`config.mk`:
```
export PLATFORM = sky130hd
export DESIGN_NAME = sprite_renderer
export DESIGN_NICKNAME = d
export VERILOG_FILES = /design/src/rtl/renderer_pkg.sv /design/src/rtl/runner_pkg.sv /design/src/rtl/sprite_addr_gen.sv /design/src/rtl/sprite_renderer.sv
export SDC_FILE = /design/constraint.sdc
export NUM_CORES = 2
export LEC_CHECK = 0
export ABC_AREA = 1
export CAP_MARGIN = 20
export CORE_AREA = 2 2 761 763
export DETAILED_ROUTE_END_ITERATION = 12
export DIE_AREA = 0 0 763 765
export DONT_BUFFER_PORTS = 1
export SLEW_MARGIN = 20
export SYNTH_ARGS = -nofsm -noshare
export SYNTH_HDL_FRONTEND = slang
export SYNTH_SLANG_ARGS = --single-unit
```
`constraint.sdc`:
```
create_clock -name clk -period 270.8 [get_ports clk]
set_input_delay 40.62 -clock clk [delete_from_list [all_inputs] [get_ports clk]]
set_output_delay 40.62 -clock clk [all_outputs]
set_load 0.03 [all_outputs]
```
`src/rtl/renderer_pkg.sv`:
```
// Renderer screen/sheet constants and FSM state encoding.
package renderer_pkg;

  localparam int DEF_SCREEN_W = 1200;
  localparam int DEF_SCREEN_H = 300;
  localparam int DEF_SHEET_W  = 2448;
  localparam int ROM_AW       = 21;
  localparam int FB_AW        = 19;
  localparam int PIX_W        = 2;

  typedef enum logic [2:0] {
    IDLE,
    SLOT,
    FETCH,
    WRITE,
    DONE
  } state_e;

endpackage

```
`src/rtl/runner_pkg.sv`:
```
// Sprite slot types shared with the game-runner side.
package runner_pkg;

  localparam int RENDER_SLOTS = 32;

  typedef struct packed {
    logic [11:0] x;
    logic [9:0]  y;
    logic [7:0]  w;
    logic [7:0]  h;
  } sprite_t;

  typedef struct packed {
    logic signed [10:0] x;
    logic [9:0]         y;
  } pos_t;

endpackage

```
`src/rtl/sprite_addr_gen.sv`:
```
// Clip test plus sheet and framebuffer addresses for one sprite pixel.
module sprite_addr_gen
  import renderer_pkg::*;
  import runner_pkg::*;
#(
  parameter int SCREEN_W = DEF_SCREEN_W,
  parameter int SCREEN_H = DEF_SCREEN_H,
  parameter int SHEET_W  = DEF_SHEET_W
) (
  input  sprite_t           spr_i,
  input  pos_t              pos_i,
  input  logic [7:0]        row_i,
  input  logic [7:0]        col_i,
  output logic              clip_o,
  output logic [ROM_AW-1:0] rom_addr_o,
  output logic [FB_AW-1:0]  fb_addr_o
);

  localparam logic [31:0] SCR_W = 32'(SCREEN_W);
  localparam logic [31:0] SHT_W = 32'(SHEET_W);
  localparam logic [11:0] LIM_X = 12'(SCREEN_W);
  localparam logic [11:0] LIM_Y = 12'(SCREEN_H);

  logic [11:0] scr_x;
  logic [11:0] scr_y;

  // Bit 11 of scr_x is the sign of the 12-bit screen X.
  assign scr_x = {pos_i.x[10], pos_i.x} + {4'b0, col_i};
  assign scr_y = {2'b0, pos_i.y} + {4'b0, row_i};

  assign clip_o = scr_x[11]
                | (scr_x >= LIM_X)
                | (scr_y >= LIM_Y);

  assign rom_addr_o = ROM_AW'(
    (32'(spr_i.y) + 32'(row_i)) * SHT_W
    + 32'(spr_i.x) + 32'(col_i));

  assign fb_addr_o = FB_AW'(
    32'(scr_y) * SCR_W + 32'(scr_x));

endmodule

```
`src/rtl/sprite_renderer.sv`:
```
// Walks snapshot sprite slots and blits opaque pixels into the framebuffer.
module sprite_renderer
  import renderer_pkg::*;
  import runner_pkg::sprite_t;
  import runner_pkg::pos_t;
#(
  parameter int RENDER_SLOTS = runner_pkg::RENDER_SLOTS,
  parameter int SCREEN_W     = DEF_SCREEN_W,
  parameter int SCREEN_H     = DEF_SCREEN_H,
  parameter int SHEET_W      = DEF_SHEET_W
) (
  input  logic              clk,
  input  logic              rst,
  input  logic              start,
  input  sprite_t           sprite [RENDER_SLOTS],
  input  pos_t              pos [RENDER_SLOTS],
  output logic              busy,
  output logic              done,
  output logic              rom_en,
  output logic [ROM_AW-1:0] rom_addr,
  input  logic [PIX_W-1:0]  rom_data,
  output logic              fb_we,
  output logic [FB_AW-1:0]  fb_addr,
  output logic [PIX_W-1:0]  fb_data,
  input  logic              fb_ready
);

  localparam int SW = (RENDER_SLOTS > 1) ? $clog2(RENDER_SLOTS) : 1;
  localparam logic [SW-1:0] LAST = SW'(RENDER_SLOTS - 1);

  state_e           state_q, state_d;
  logic [SW-1:0]    slot_q, slot_d;
  logic [7:0]       row_q, row_d;
  logic [7:0]       col_q, col_d;
  logic [PIX_W-1:0] pix_q, pix_d;
  logic             first_q, first_d;

  sprite_t sprite_q [RENDER_SLOTS];
  pos_t    pos_q [RENDER_SLOTS];

  sprite_t           cur_spr;
  pos_t              cur_pos;
  logic              clip;
  logic [ROM_AW-1:0] ag_rom;
  logic [FB_AW-1:0]  ag_fb;
  logic [PIX_W-1:0]  pix;
  logic              adv;

  assign cur_spr = sprite_q[slot_q];
  assign cur_pos = pos_q[slot_q];

  sprite_addr_gen #(
    .SCREEN_W(SCREEN_W),
    .SCREEN_H(SCREEN_H),
    .SHEET_W (SHEET_W)
  ) u_ag (
    .spr_i     (cur_spr),
    .pos_i     (cur_pos),
    .row_i     (row_q),
    .col_i     (col_q),
    .clip_o    (clip),
    .rom_addr_o(ag_rom),
    .fb_addr_o (ag_fb)
  );

  always_ff @(posedge clk) begin
    if (!rst && state_q == IDLE && start) begin
      sprite_q <= sprite;
      pos_q    <= pos;
    end
  end

  always_ff @(posedge clk) begin
    if (rst) begin
      state_q <= IDLE;
      slot_q  <= '0;
      row_q   <= '0;
      col_q   <= '0;
      pix_q   <= '0;
      first_q <= 1'b0;
    end else begin
      state_q <= state_d;
      slot_q  <= slot_d;
      row_q   <= row_d;
      col_q   <= col_d;
      pix_q   <= pix_d;
      first_q <= first_d;
    end
  end

  always_comb begin
    state_d  = state_q;
    slot_d   = slot_q;
    row_d    = row_q;
    col_d    = col_q;
    pix_d    = pix_q;
    first_d  = 1'b0;
    adv      = 1'b0;
    busy     = (state_q != IDLE);
    done     = 1'b0;
    rom_en   = 1'b0;
    rom_addr = '0;
    fb_we    = 1'b0;
    fb_addr  = '0;
    fb_data  = '0;
    // ROM data is only valid one cycle; later stall cycles replay pix_q.
    pix      = first_q ? rom_data : pix_q;

    unique case (state_q)
      IDLE: begin
        if (start) begin
          state_d = SLOT;
          slot_d  = '0;
        end
      end
      SLOT: begin
        if (cur_spr.w == 8'd0 || cur_spr.h == 8'd0) begin
          if (slot_q == LAST) state_d = DONE;
          else slot_d = slot_q + 1'b1;
        end else begin
          row_d   = '0;
          col_d   = '0;
          state_d = FETCH;
        end
      end
      FETCH: begin
        if (clip) begin
          adv = 1'b1;
        end else begin
          rom_en   = 1'b1;
          rom_addr = ag_rom;
          first_d  = 1'b1;
          state_d  = WRITE;
        end
      end
      WRITE: begin
        pix_d = pix;
        if (pix == '0) begin
          adv = 1'b1;
        end else begin
          fb_we   = 1'b1;
          fb_addr = ag_fb;
          fb_data = pix;
          adv     = fb_ready;
        end
      end
      DONE: begin
        done    = 1'b1;
        state_d = IDLE;
      end
      default: state_d = IDLE;
    endcase

    if (adv) begin
      state_d = FETCH;
      if (col_q == cur_spr.w - 8'd1) begin
        col_d = '0;
        if (row_q == cur_spr.h - 8'd1) begin
          row_d = '0;
          if (slot_q == LAST) begin
            state_d = DONE;
          end else begin
            slot_d  = slot_q + 1'b1;
            state_d = SLOT;
          end
        end else begin
          row_d = row_q + 8'd1;
        end
      end else begin
        col_d = col_q + 8'd1;
      end
    end

    // Abort takes effect in the reset cycle itself.
    if (rst) begin
      busy     = 1'b0;
      done     = 1'b0;
      rom_en   = 1'b0;
      rom_addr = '0;
      fb_we    = 1'b0;
      fb_addr  = '0;
      fb_data  = '0;
    end
  end

endmodule

```
==> results.sh <==
export IMPL_status="finished clean"
export IMPL_clock_latency_ns=0.94
export IMPL_cp_start_kind="primary input"
export IMPL_drt_vias_per_instance=4.00
export IMPL_routabilityCongestion=0.962
export IMPL_max_stage_delay_ns=0.55
export IMPL_post_cts_setup_buffers=0
export IMPL_final_common_cell="edfxtp_1"
export IMPL_num_rows=279
export IMPL_portBuffers=0
export IMPL_gr_total_overflow=0
export IMPL_worst_pin_slew_ns=1.32
export IMPL_avgSynthCellArea_um2=11.6
export IMPL_ys_seq_area_share_pct=69.1
export IMPL_critPathKind="primary input to primary output"
export IMPL_clock_root_buffer="clkbuf_16"
export IMPL_syn_area_um2=82800
export IMPL_die_w_um=763
export IMPL_rsz0062_at_grt="no"
export IMPL_cts_resized_gates=0
export IMPL_stdcell_area_um2=99600
export IMPL_async_flop_share_pct=0
export IMPL_cts_buffer_depth=4
export IMPL_area_growth_pct=20.4
export IMPL_path_cells="mux2i_1 -> inv_1 -> nor2_1 -> nor2_2 -> buf_4 -> o21ai_0 -> a21oi_2"
export IMPL_cp_arrival_ns=42.28
export IMPL_fp_dieH_um=765
export IMPL_power_density_nw_per_um2=8.25
export IMPL_finalCriticalPeriod_ns=82.90
export IMPL_cts_tree="done"
export IMPL_ys_flop_type="edfxtp_1"
export IMPL_final_nets=9194
export IMPL_layout_setup_ws_ns=187.90
export IMPL_synth_edf_count=1888
export IMPL_core_um2=576000
export IMPL_path_clk_slew_ns=0.06
export IMPL_grt_pass1_wl_um=561000
export IMPL_final_cell_mix="1888 x edfxtp_1, 1473 x nand2_1, 921 x nor2_1"
export IMPL_clock_sinks=1915
export IMPL_hold_violations=0
export IMPL_fmax_mhz=12.1
export IMPL_htree_levels=4
export IMPL_whs_ns=0.476
export IMPL_syn_inst=7139
export IMPL_first_iter_violations=7754
export IMPL_grtUsageTotal_pct=14.5
export IMPL_ys_ff_latch=1915
export IMPL_grt_antenna_before_repair=316
export IMPL_drt_first_pass_iters=8
export IMPL_setup_tns_ns=0
export IMPL_die_area_um2=584000
export IMPL_hold_path_class="flip-flop to flip-flop"
export IMPL_power_uw=822
export IMPL_syn_nets=9207
export IMPL_ys_warn_count=0
export IMPL_wire_per_inst_um=29.9
export IMPL_critPathMaxFanout=12
export IMPL_vias=60400
export IMPL_worstSetupEndpointType="primary output"
export IMPL_relSlewSlack_pct=11.3
export IMPL_slowest_stage="a21oi_2"
export IMPL_fin_crit_sh_pct=30.6
export IMPL_ios=1940
export IMPL_setup_viol=0
export IMPL_detail_route_antenna_nets=0
export IMPL_grt_pass1_vias=55200
export IMPL_dp_hpwl_um=362000
export IMPL_ys_types=53
export IMPL_max_vdd_ir_drop_mv=0.00743
export IMPL_ctsHoldBuffers=0
export IMPL_cts_made_buffers=211
export IMPL_start_util_pct=14.4
export IMPL_skew_ns=0.105
export IMPL_drc=0
export IMPL_wirelength_um=452000
export IMPL_placed_area_um2=92100
export IMPL_dp_slack_ns=187.93
export IMPL_drive_gt1_share_pct=8.17
export IMPL_worstPathRequired_ns=230.18
export IMPL_drv_cap=0
export IMPL_slew_viol_final=0
export IMPL_grt_max_degree=192
export IMPL_p_leak_nw=33.6
-- final timing paths --
path,from,endpoint,slack [ns],depth (start not counted)
max,rom_data[1],fb_addr[17],187.90,7
min,pix_q[0]$_SDFFE_PP0N_,pix_q[0]$_SDFFE_PP0N_,0.48,2
max reg2reg,slot_q[0]$_SDFF_PP0_,row_q[0]$_SDFF_PP0_,261.61,27
min reg2reg,pix_q[0]$_SDFFE_PP0N_,pix_q[0]$_SDFFE_PP0N_,0.48,2
-- power breakdown --
part	total, mW	switching, mW	internal [mW]
clock	0.295	0.129	0.166
combinational	0.141	0.109	0.0321
sequential	0.386	0.0114	0.374
total	0.822	0.250	0.572
-- state kept, by name, indices dropped and copies added (netlist names) --
signal    count
sprite_q   1216
pos_q       672
col_q         8
row_q         8
slot_q        5
state_q       3
pix_q         2
first_q       1
-- worst max-delay path, delay by kind of cell --
kind | cells | cell delay, ns
buffers and inverters | 2 | 0.53
muxes | 1 | 0.10
and+or+nand+nor | 2 | 0.24
AOI/OAI and AO/OA | 2 | 0.76
-- cells in the mapped netlist (all sizes together) (24+ instances only) --
master,n,share of area (%)
o22ai,305,2.3
nor2,946,4.3
fa,36,0.87
nand3,381,2.3
ha,138,2.1
o211ai,41,0.41
xor2,42,0.44
o32ai,24,0.25
clkbuf,228,1.0
edfxtp,1888,68
dfxtp,27,0.65
inv,265,1.2
o21ai,795,4.8
nand2,1481,6.7
buf,192,1.4
a21oi,208,1.3
-- layer usage --
layer  part of all wire, %  global-route usage, %  up-vias
li1                      -                      -    25700
met1                    38                   17.2    29400
met2                    47                   24.2     4138
met3                   9.6                   4.49      989
met4                   5.0                   6.38      148
met5                  0.22                      0        -
-- cells by family after synthesis --
family | Yosys count | share of synthesized area, %
xor gates and xnor gates | 54 | 0.571
and+or+nand+nor | 2860 | 13.8
DFF | 1915 | 69.1
buffers and inverters | 685 | 3.67
AOI/OAI and AO/OA | 1448 | 9.82
muxes | 3 | 0.0378
adders and majority gates | 174 | 2.96
-- final cells by class --
cell class | count | area [um^2]
fillers | 62900 | 476000
clock inverters | 122 | 1400
clock buffers | 258 | 5480
flip-flops and latches | 1915 | 57300
multi-input cells | 4539 | 22700
diodes | 244 | 611
well taps | 7587 | 9490
inverters | 265 | 1040
repair buffers | 194 | 1630
-- per-stage QoR --
step	util, %	cells
final	17.3	15100
after global routing	17.3	15000
after floorplan	-	7139
after CTS	17.2	14900
after global placement	16.0	14500
after detailed placement	16.0	14500
Note: power is estimated with default switching activity, not from simulation.
